## src/rtl/cpu_alu_ctrl_pkg.sv

```systemverilog
// cpu_alu_ctrl_pkg: opcode map, FSM encoding and tag width shared by the ALU controller.
// ALU_CTRL_MUL_EN adds the MUL state to the encoding.
package cpu_alu_ctrl_pkg;
  localparam int TAG_W = 5;
  localparam logic [2:0] OP_PASS = 3'b000;
  localparam logic [2:0] OP_SLTU = 3'b001;
  localparam logic [2:0] OP_ADDI = 3'b010;
  localparam logic [2:0] OP_SUBI = 3'b011;
  localparam logic [2:0] OP_ADD  = 3'b100;
  localparam logic [2:0] OP_SUB  = 3'b101;
  localparam logic [2:0] OP_AND  = 3'b110;
  localparam logic [2:0] OP_OR   = 3'b111;
  typedef enum logic [1:0] {
    ST_IDLE = 2'd0,
    ST_EXEC = 2'd1,
`ifdef ALU_CTRL_MUL_EN
    ST_MUL  = 2'd3,
`endif
    ST_WB   = 2'd2
  } state_t;
  function automatic logic uses_imm(input logic [2:0] op);
    return op == OP_ADDI || op == OP_SUBI;
  endfunction
  // Immediate forms reuse the register add/sub on the external ALU.
  function automatic logic [2:0] alu_op_of(input logic [2:0] op);
    return op == OP_ADDI ? OP_ADD : op == OP_SUBI ? OP_SUB : op;
  endfunction
endpackage

```

## src/rtl/cpu_alu_ctrl.sv

```systemverilog
// cpu_alu_ctrl: sequences one request at a time through an external ALU and holds the result for writeback.
// Define ALU_CTRL_MUL_EN to add a REG_WID-iteration shift-add multiply through the same ALU.
module cpu_alu_ctrl
  import cpu_alu_ctrl_pkg::*;
#(
  parameter int REG_WID = 32
) (
  input  logic               clk,
  input  logic               rst,
  input  logic               in_valid,
  output logic               in_ready,
  input  logic [2:0]         in_op,
  input  logic [REG_WID-1:0] in_a,
  input  logic [REG_WID-1:0] in_b,
  input  logic [REG_WID-1:0] in_imm,
  input  logic               in_mul,
  input  logic [TAG_W-1:0]   in_rd,
  output logic [2:0]         alu_op,
  output logic [REG_WID-1:0] alu_a,
  output logic [REG_WID-1:0] alu_b,
  input  logic [REG_WID-1:0] alu_r,
  output logic               wb_valid,
  input  logic               wb_ready,
  output logic [TAG_W-1:0]   wb_rd,
  output logic [REG_WID-1:0] wb_data
);
  state_t             r_state;
  logic               r_go;
  logic [2:0]         r_op;
  logic [2:0]         r_alu_op;
  logic [REG_WID-1:0] r_a;
  logic [REG_WID-1:0] r_b;
  logic [REG_WID-1:0] r_imm;
  logic [REG_WID-1:0] r_alu_a;
  logic [REG_WID-1:0] r_alu_b;
  logic [REG_WID-1:0] r_wb_data;
  logic [TAG_W-1:0]   r_wb_rd;
  logic [2:0]         w_op;
  logic [REG_WID-1:0] w_b;
  assign w_op = alu_op_of(r_op);
  assign w_b  = uses_imm(r_op) ? r_imm : r_b;
`ifdef ALU_CTRL_MUL_EN
  localparam int CW = REG_WID > 1 ? $clog2(REG_WID) : 1;
  localparam logic [CW-1:0] LAST = CW'(REG_WID - 1);
  logic [CW-1:0] r_cnt;
  logic [CW-1:0] w_nxt;
  assign w_nxt = r_cnt + CW'(1);
`else
  logic w_unused_mul;
  assign w_unused_mul = in_mul;
`endif
  assign in_ready = r_state == ST_IDLE;
  assign wb_valid = r_state == ST_WB;
  assign wb_rd    = r_wb_rd;
  assign wb_data  = r_wb_data;
  assign alu_op   = r_alu_op;
  assign alu_a    = r_alu_a;
  assign alu_b    = r_alu_b;
  // ALU drive is registered: the first cycle after accept loads it, so the ALU sees it for a full cycle.
  always_ff @(posedge clk) begin
    if (rst) begin
      r_state   <= ST_IDLE;
      r_go      <= 1'b0;
      r_op      <= OP_PASS;
      r_a       <= '0;
      r_b       <= '0;
      r_imm     <= '0;
      r_wb_rd   <= '0;
      r_wb_data <= '0;
      r_alu_op  <= OP_PASS;
      r_alu_a   <= '0;
      r_alu_b   <= '0;
`ifdef ALU_CTRL_MUL_EN
      r_cnt     <= '0;
`endif
    end else begin
      case (r_state)
        ST_IDLE: if (in_valid) begin
          r_op    <= in_op;
          r_a     <= in_a;
          r_b     <= in_b;
          r_imm   <= in_imm;
          r_wb_rd <= in_rd;
          r_go    <= 1'b0;
`ifdef ALU_CTRL_MUL_EN
          r_cnt   <= '0;
          r_state <= in_mul ? ST_MUL : ST_EXEC;
`else
          r_state <= ST_EXEC;
`endif
        end
        ST_EXEC: if (!r_go) begin
          r_go     <= 1'b1;
          r_alu_op <= w_op;
          r_alu_a  <= r_a;
          r_alu_b  <= w_b;
        end else begin
          r_wb_data <= alu_r;
          r_alu_op  <= OP_PASS;
          r_alu_a   <= '0;
          r_alu_b   <= '0;
          r_state   <= ST_WB;
        end
`ifdef ALU_CTRL_MUL_EN
        // Iteration i adds A<<i into the accumulator when B[i] is set, else passes it through.
        ST_MUL: if (!r_go) begin
          r_go     <= 1'b1;
          r_alu_op <= r_b[0] ? OP_ADD : OP_PASS;
          r_alu_a  <= '0;
          r_alu_b  <= r_a;
        end else if (r_cnt == LAST) begin
          r_wb_data <= alu_r;
          r_alu_op  <= OP_PASS;
          r_alu_a   <= '0;
          r_alu_b   <= '0;
          r_state   <= ST_WB;
        end else begin
          r_cnt    <= w_nxt;
          r_alu_op <= r_b[w_nxt] ? OP_ADD : OP_PASS;
          r_alu_a  <= alu_r;
          r_alu_b  <= r_a << w_nxt;
        end
`endif
        ST_WB: if (wb_ready) r_state <= ST_IDLE;
        default: r_state <= ST_IDLE;
      endcase
    end
  end
endmodule

```

## config.mk

```make
export PLATFORM = sky130hd
export DESIGN_NAME = cpu_alu_ctrl
export DESIGN_NICKNAME = d
export VERILOG_FILES = /design/src/rtl/cpu_alu_ctrl_pkg.sv /design/src/rtl/cpu_alu_ctrl.sv
export SDC_FILE = /design/constraint.sdc
export NUM_CORES = 1
export LEC_CHECK = 0
export BUFFER_PORTS_ARGS = -buffer_cell sky130_fd_sc_hd__buf_4
export CAP_MARGIN = 25
export CORE_MARGIN = 5
export CORE_UTILIZATION = 52
export CTS_BUF_LIST = sky130_fd_sc_hd__clkbuf_8
export DETAILED_ROUTE_END_ITERATION = 16
export HOLD_SLACK_MARGIN = 0.1
export PLACE_DENSITY = 0.82
export SYNTH_ARGS = -nofsm -noshare
export SYNTH_HDL_FRONTEND = slang
export SYNTH_SLANG_ARGS = --single-unit
```

## constraint.sdc

```tcl
create_clock -name clk -period 1.6 [get_ports clk]
set_input_delay 0.08 -clock clk [delete_from_list [all_inputs] [get_ports clk]]
set_output_delay 0.08 -clock clk [all_outputs]
set_load 0.02 [all_outputs]
```

# [After elaboration in Yosys (flattened, before gate mapping)]
# Index checks and enable logic that the tools add are counted.
[totals] register_bits=206 word_cells=37 out_inout_bits=106
[op_classes] eq_ne=7 reduce_logical=7 n_mux=12
[op_table] cell="$mux W32" count=3
[op_table] cell="$mux W3" count=3
[op_table] cell="$eq A3 B2 Y1 const B" count=2
[op_table] cell="$mux W2" count=3
[op_table] cell="$pmux W2 S3" count=1
[op_table] cell="$reduce_and A2 Y1" count=3
[op_table] cell="$ne A2 B2 Y1 const B" count=2
[op_table] cell="$reduce_and A3 Y1" count=1
[op_table] cell="$eq A2 B1 Y1 const B" count=1
[op_table] cell="$eq A2 B2 Y1 const B" count=1
[op_table] cell="$logic_not A2 Y1" count=1
[op_table] cell="$ne A2 B1 Y1 const B" count=1
[op_table] cell="$pmux W1 S2" count=1
[op_table] cell="$reduce_bool A2 Y1" count=1
[op_table] cell="$logic_or A1 B1 Y1" count=1
[op_table] cell="$mux W1" count=1

# [Logic depth before layout (Yosys ltp)]
# Gate-level depths: netlist (run 1).
[logic_depth] depth_word=4 ltp_mapped=7 mapped_depth_nobuf=3

# [Worst setup path after synthesis (run 1)]
# No wires, ideal clock.
[synth_path] path_type="register -> register" startpoint="reg r_state[0]" endpoint="reg r_go" setup_time_ns=0.128 path_buffers=4 required_ns=1.472 path_slack_ns=0.167 arrival_time_ns=1.306 path_stages_with_launch=8 cell_sequence="dfxtp_1 > buf_2 > or3b_1 > buf_2 > buf_6 > buf_6 > a21oi_2 > nor2_1"
[synth_via] elab_chain_cells=3
[synth_lines] element="start, declared" line="cpu_alu_ctrl.sv:27" source="state_t r_state;"
[synth_lines] element="start signal, assigned" line="cpu_alu_ctrl.sv:62" source="r_state <= ST_IDLE;"
[synth_lines] element="start signal, assigned" line="cpu_alu_ctrl.sv:89" source="r_state <= ST_EXEC;"
[synth_lines] element="start signal, assigned" line="cpu_alu_ctrl.sv:102" source="r_state <= ST_WB;"
[synth_lines] element="$eq A2 B1 Y1 or $logic_not A2 Y1 (tied branches)" line="cpu_alu_ctrl.sv:77" source="case (r_state)"
[synth_lines] element="$reduce_bool A2 Y1 (no line) or $ne A2 B2 Y1 (tied branches)"
[synth_lines] element="$reduce_and A2 Y1 (no line)"
[synth_lines] element="end signal, assigned" line="cpu_alu_ctrl.sv:63" source="r_go <= 1'b0;"
[synth_lines] element="end signal, assigned" line="cpu_alu_ctrl.sv:84" source="r_go <= 1'b0;"
[synth_lines] element="end signal, assigned" line="cpu_alu_ctrl.sv:93" source="r_go <= 1'b1;"
[synth_lines] element="end, declared" line="cpu_alu_ctrl.sv:28" source="logic r_go;"
# Parallel ways exist; a longest one is shown, timed or not.
# A chain may end at the register's enable or synchronous reset.

# [Worst setup path after layout (run 1)]
[layout_path] startpoint="reg r_state[1]" endpoint="out wb_valid"
[layout_via] elab_chain_cells=1
[layout_lines] element="$eq A2 B2 Y1" line="cpu_alu_ctrl.sv:53" source="assign wb_valid = r_state == ST_WB;"
[layout_lines] element="end, declared" line="cpu_alu_ctrl.sv:22" source="output logic wb_valid,"
# Every way passes these cells.

==> results of run 1 <==
-- path summary, 6_finish.rpt --
| kind | from | to | slack, ns | cells after the start |
|---|---|---|---|---|
| min | in_valid | r_b[18]$_SDFFE_PP0P_ | 0.36 | 6 |
| max | r_state[1]$_SDFFE_PP0P_ | wb_valid | -0.06 | 3 |
| max reg2reg | r_state[0]$_SDFFE_PP0P_ | r_op[1]$_SDFFE_PP0P_ | 0.03 | 6 |
| min reg2reg | alu_a[23]$_SDFFE_PP0N_ | alu_a[23]$_SDFFE_PP0N_ | 0.45 | 2 |
-- power by group through the flow --
stage | Sequential (uW) | Clock, uW | Combinational, uW
after floorplan | 5680 | 0 | 696
after global placement | 5610 | 0 | 1360
after detailed placement | 5620 | 0 | 1380
after CTS | 5510 | 4750 | 1660
after global routing | 5550 | 5040 | 1910
final | 5530 | 4760 | 1800
-- per-layer routing --
metal | global-route usage (%) | vias to the layer above
met2 | 55.5 | 521
met1 | 35.9 | 3821
li1 | - | 3633
met5 | 0 | -
met4 | 20.2 | 0
met3 | 8.16 | 148
-- Yosys cell counts (all sizes together) --
library cell  instances  area [um^2]
or3                   2         12.5
nand4b                1         8.76
mux2i                32          320
o2bb2ai              32          280
nand2b                3         18.8
and3b                 1         8.76
nand3b               34          255
or3b                  1         8.76
o21a                  1         7.51
buf                  34          180
nor3b                 1         12.5
nand2               307         1150
clkbuf               39          146
nor2                  5         18.8
a21oi               173          870
dfxtp               206         4120
nor2b                 2         12.5
-- area by class of cell --
class	count	area [um^2]	area share, %
Tap cell	180	225	1.95
Multi-Input combinational cell	595	3000	26.0
Clock inverter	15	113	0.976
Sequential cell	206	4120	35.7
Clock buffer	42	578	5.01
Timing Repair Buffer	404	3490	30.3
-- logic make-up (layout without fill, tap and decap cells) --
kind of cell	Yosys count	count (layout)
AO/OA/AOI/OAI	206	206
flip-flops	206	206
buffers and inverters	73	461
AND/OR/NAND/NOR	357	357
multiplexers	32	32
-- through the flow --
stage,power [uW],utilization (%)
global placement,6960,67.6
finish,12100,82.8
global route,12500,82.8
floorplan,6370,-
CTS,11900,82.5
detailed placement,7000,67.6
-- sequential cells by signal, indices dropped and copies added (netlist names) --
name	cells
r_go	1
r_imm	32
alu_b	32
r_b	32
wb_data	32
alu_op	3
r_a	32
r_op	3
alu_a	32
wb_rd	5
r_state	2
-- tightest hold or removal path, cell delays in order --
cell     delay [ns]
buf_4          0.12
nor3b_4        0.14
buf_4          0.15
buf_6          0.18
nand2_1        0.09
a21oi_1        0.05
-- repair_timing --
item,in CTS,in global routing
setup buffers,0,2
gates resized for setup,0,3
hold endpoints to repair,166,0
hold buffers,138,0
setup endpoints to repair,0,40
==> flow_metrics.tcl, run 1 <==
set metrics [dict create \
    synth_compound_area_share_pct 15.6 \
    hp-class "in -> reg" \
    synthXorXnorAreaFrac_pct 0 \
    cts_tree "built" \
    path_buf_inv 2 \
    crit_chain "buf_4 -> nor2b_1 -> buf_4" \
    avgSynthCellArea_um2 8.51 \
    run_status "finished, violations left" \
    grt_max_degree 118 \
    initial_core_util_pct 53.4 \
    highest_layer "met4" \
    via_per_inst 5.63 \
    drtIter0Drc 792 \
    wl_met2_um 14300 \
    synth_top_family_by_area "simple AND/OR/NAND/NOR gates" \
    cp-end-kind "primary output" \
    slew_headroom_pct 58.2 \
    grt_pass1_vias 8569 \
    max_stage_delay_ns 0.38 \
    switching_share_pct 26.2 \
    clkTransAtPathRegs_ns 0.06 \
    cts_made_buffers 35 \
    route.met3.wl_um 2590 \
    synth_fa_ha_area_share_pct 0 \
    die_w_um 130 \
    maxCapViolCount 0 \
    diodes 0 \
    pwr-share-clk_pct 39.4 \
    cts_buffer_depth 3 \
    fin_ws_ns -0.0575 \
    combPwrFrac_pct 14.9 \
    cts_root_buf "clkbuf_8" \
    overflow 0 \
    layout_common_cells "nand2_1 (307), buf_4 (256), dfxtp_1 (206), a21oi_1 (172), dlygate4sd3_1 (138)" \
    hold_slack_ns 0.355 \
    wl_per_cell_um 19.8 \
    period_needed_ns 1.66 \
    violations "setup timing" \
    start_kind "flip-flop" \
    ys_types 20 \
    ios 247 \
    dieArea_um2 16800 \
    fp.coreArea_um2 13900 \
    die_h_um 130 \
    p_sw_uw 3170 \
    drt-met1-wl_um 10100 \
    syn2layout_area_growth_pct 55.1 \
    fmax_ghz 0.603 \
    yosysSeqAreaShare_pct 55.5 \
    p_seq_share_pct 45.8 \
    place_ws_ns 0.140 \
    port_buffers 245 \
    cts_num_sinks 206 \
    worstPathMaxFanout 5 \
    dp.cells 1243 \
    yosys.area_share.simple_pct 20.3 \
    arrival_ns 1.58 \
    num-fill-cells 729 \
    syn_nets 1015 \
    p_per_area_nw_per_um2 1050 \
    hold_violations 0 \
    ant_nets 0 \
    synth_area_um2 7440 \
    place.gp.congestion 0.772 \
    cts_max_level 2 \
    vdd_drop_max_mv 1.08 \
    final-setup-viol-count 1 \
    dp_hpwl_um 13100 \
    fin_skew_ns 0.0240 \
    report.final.slew_viol_count 0 \
    stdcell_count 1442 \
    p_int_uw 8910 \
    worst_pin_slew_ns 0.626 \
    period_share_pct 104 \
    syn_inst 874 \
    dpl-instance-area_um2 9420 \
    cp.required_ns 1.52 \
    path_common_cell "buf_4" \
    worst_path_max_delay_cell "dfxtp_1" \
    path_class "reg -> out" \
    finalWirelength_um 28600 \
    insertion_delay_ns 0.52 \
    antenna_found_initial 0 \
    final_common_cell "nand2_1" \
    finalNetCount 1383 \
    drc 0 \
    p_leak_uw 0.00497 \
    rows 43 \
    vias 8123 \
    ys_ff_latch 206 \
    grt_pass1_wl_um 43400 \
    synth_mux_area_share_pct 4.31 \
    finalSetupTns_ns -0.0575 \
    cp_top_family "buffers and inverters" \
    grtUsageTotal_pct 32.4 \
    yosysWarnings 0 \
    stdcell_area_um2 11500 \
    first_pass_iters 6 \
    layout-drive-gt1-share_pct 25.1 \
]
Power figures use the tool's default switching activity.
==> run 2, diff against run 1 <==
BUFFER_PORTS_ARGS = -buffer_cell sky130_fd_sc_hd__buf_2   (was -buffer_cell sky130_fd_sc_hd__buf_4)
CORE_MARGIN = default   (was 5)
==> flow_metrics.tcl, run 2 (same netlist as run 1, synthesis figures left out) <==
set metrics [dict create \
    run_status "finished clean" \
    ios 247 \
    grt_pass1_wl_um 38400 \
    switching_share_pct 26.9 \
    grt_pass1_vias 8054 \
    slew_headroom_pct 71.7 \
    finalNetCount 1383 \
    rows 43 \
    drc 0 \
    fin_ws_ns 0.0480 \
    via_per_inst 5.41 \
    period_share_pct 97.0 \
    die_h_um 122 \
    layout-drive-gt1-share_pct 25.6 \
    reg2reg_slack_ns 0.05 \
    worst_pin_slew_ns 0.425 \
    report.final.slew_viol_count 0 \
    cts_buffer_depth 3 \
    period_needed_ns 1.55 \
    cts_tree "built" \
    vias 7827 \
    arrival_ns 1.98 \
    worst_r2r_endpoint "wb_rd[2]$_SDFFE_PP0P_" \
    dieArea_um2 14800 \
    cp-end-kind "flip-flop" \
    dp.cells 1248 \
    seq_area_um2 4130 \
    finalSetupTns_ns 0 \
    p_int_uw 8430 \
    layout_common_cells "nand2_1 (306), buf_2 (244), dfxtp_1 (204), a21oi_1 (171), dlygate4sd3_1 (138)" \
    dp_hpwl_um 12000 \
    hp-start "in_valid" \
    clkTransAtPathRegs_ns 0.06 \
    overflow 0 \
    stdcell_count 1448 \
    start_kind "flip-flop" \
    min_to "r_a[30]$_SDFFE_PP0P_" \
    cts_max_level 2 \
    syn2layout_area_growth_pct 46.8 \
    place.gp.congestion 0.793 \
    path_buf_inv 2 \
    hp-class "in -> reg" \
    crit_chain "buf_4 -> nor3b_4 -> clkbuf_16 -> nand2_1 -> a21oi_1" \
    fmax_ghz 0.644 \
    num-fill-cells 857 \
    antenna_found_initial 1 \
    fin_skew_ns 0.0291 \
    max_stage_delay_ns 0.36 \
    finalWirelength_um 24400 \
    reg2reg_depth 5 \
    die_w_um 122 \
    pwr-share-clk_pct 38.3 \
    combPwrFrac_pct 13.8 \
    drtIter0Drc 605 \
    p_sw_uw 3100 \
    cts_num_sinks 206 \
    cts_made_buffers 34 \
    worstPathMaxFanout 79 \
    final-setup-viol-count 0 \
    whs_path_depth 5 \
    grt_max_degree 95 \
    cp_top_family "buffers and inverters" \
    final_common_cell "nand2_1" \
    worst_path_max_delay_cell "clkbuf_16" \
    first_pass_iters 5 \
    fp.coreArea_um2 13900 \
    p_leak_uw 0.00486 \
    p_per_area_nw_per_um2 1060 \
    cts_root_buf "clkbuf_8" \
    cp.required_ns 2.03 \
    p_seq_share_pct 47.9 \
    grt_setup_unrepaired "no" \
    crit_start "r_state[1]$_SDFFE_PP0P_" \
    wl_per_cell_um 16.9 \
    hold_violations 0 \
    initial_core_util_pct 53.4 \
    timing.rr.start "r_state[1]$_SDFFE_PP0P_" \
    maxCapViolCount 0 \
    insertion_delay_ns 0.51 \
    place_ws_ns 0.132 \
    ant_nets 0 \
    port_buffers 245 \
    utilization_pct 78.4 \
    multi_input_area_um2 3010 \
    vdd_drop_max_mv 0.858 \
    path_class "reg -> reg" \
    grtUsageTotal_pct 33.0 \
]
## run 2: changes by cell type in the layout (fill, tap and decap cells not counted), moves of 2 or more
cell,change
buf_4,-243
dfxtp_2,+2
buf_2,+244
buf_12,+2
clkinv_2,+5
dfxtp_1,-2
inv_1,+2
bufinv_16,-2
## run 2: through the flow
step | total power, uW | area (um^2) | hold slack (ns)
floorplan | 6370 | 7440 | 0.216
detailed placement | 6880 | 8870 | 0.326
global placement | 6850 | 8870 | 0.320
CTS | 11500 | 10900 | 0.218
finish | 11500 | 10900 | 0.240
global route | 11900 | 10900 | 0.260
## run 2: repair_timing
action / CTS / global route
hold endpoints to repair: 143 / 0
hold buffers: 138 / 0
resized for setup: 0 / 5
buffers inserted: 0 / 0
setup endpoints to repair: 0 / 14
## run 2: tightest hold or removal path: stages
cell and delay, ns:
buf_2 0.10, nor3b_4 0.15, buf_4 0.22, nand2_1 0.10, a21oi_1 0.05
## run 2: worst max path at each step
stage	slack, ns	endpoint	depth (start not counted)
after floorplan	0.17	r_go$_SDFFE_PP0P_	7
after global placement	0.19	r_b[15]$_SDFFE_PP0P_	5
after detailed placement	0.13	r_imm[8]$_SDFFE_PP0P_	5
after CTS	0.01	wb_valid	3
after global routing	0.003	r_b[21]$_SDFFE_PP0P_	5
final	0.05	wb_rd[2]$_SDFFE_PP0P_	5
## run 2: per-layer routing
metal  global-route usage, %  vias up  wire length (um)
li1                        -     3642                 -
met1                    35.8     3658              9080
met2                    56.9      418             12200
met3                    8.85      109              1860
met4                    20.8        0              1250
met5                       0        -                 0
## run 2: final cells by class
class | count | area share (%)
Antenna cell | 1 | 0.0229
Clock buffer | 41 | 5.17
Clock inverter | 20 | 0.779
Multi-Input combinational cell | 595 | 27.6
Sequential cell | 206 | 37.8
Tap cell | 180 | 2.06
Timing Repair Buffer | 405 | 26.6
## run 2: power by group through the flow
| stage | combinational [uW] | clock, uW | sequential [uW] |
|---|---|---|---|
| final | 1590 | 4410 | 5520 |
| after global routing | 1710 | 4690 | 5540 |
| after CTS | 1520 | 4430 | 5510 |
| after detailed placement | 1260 | 0 | 5620 |
| after global placement | 1240 | 0 | 5610 |
| after floorplan | 696 | 0 | 5680 |
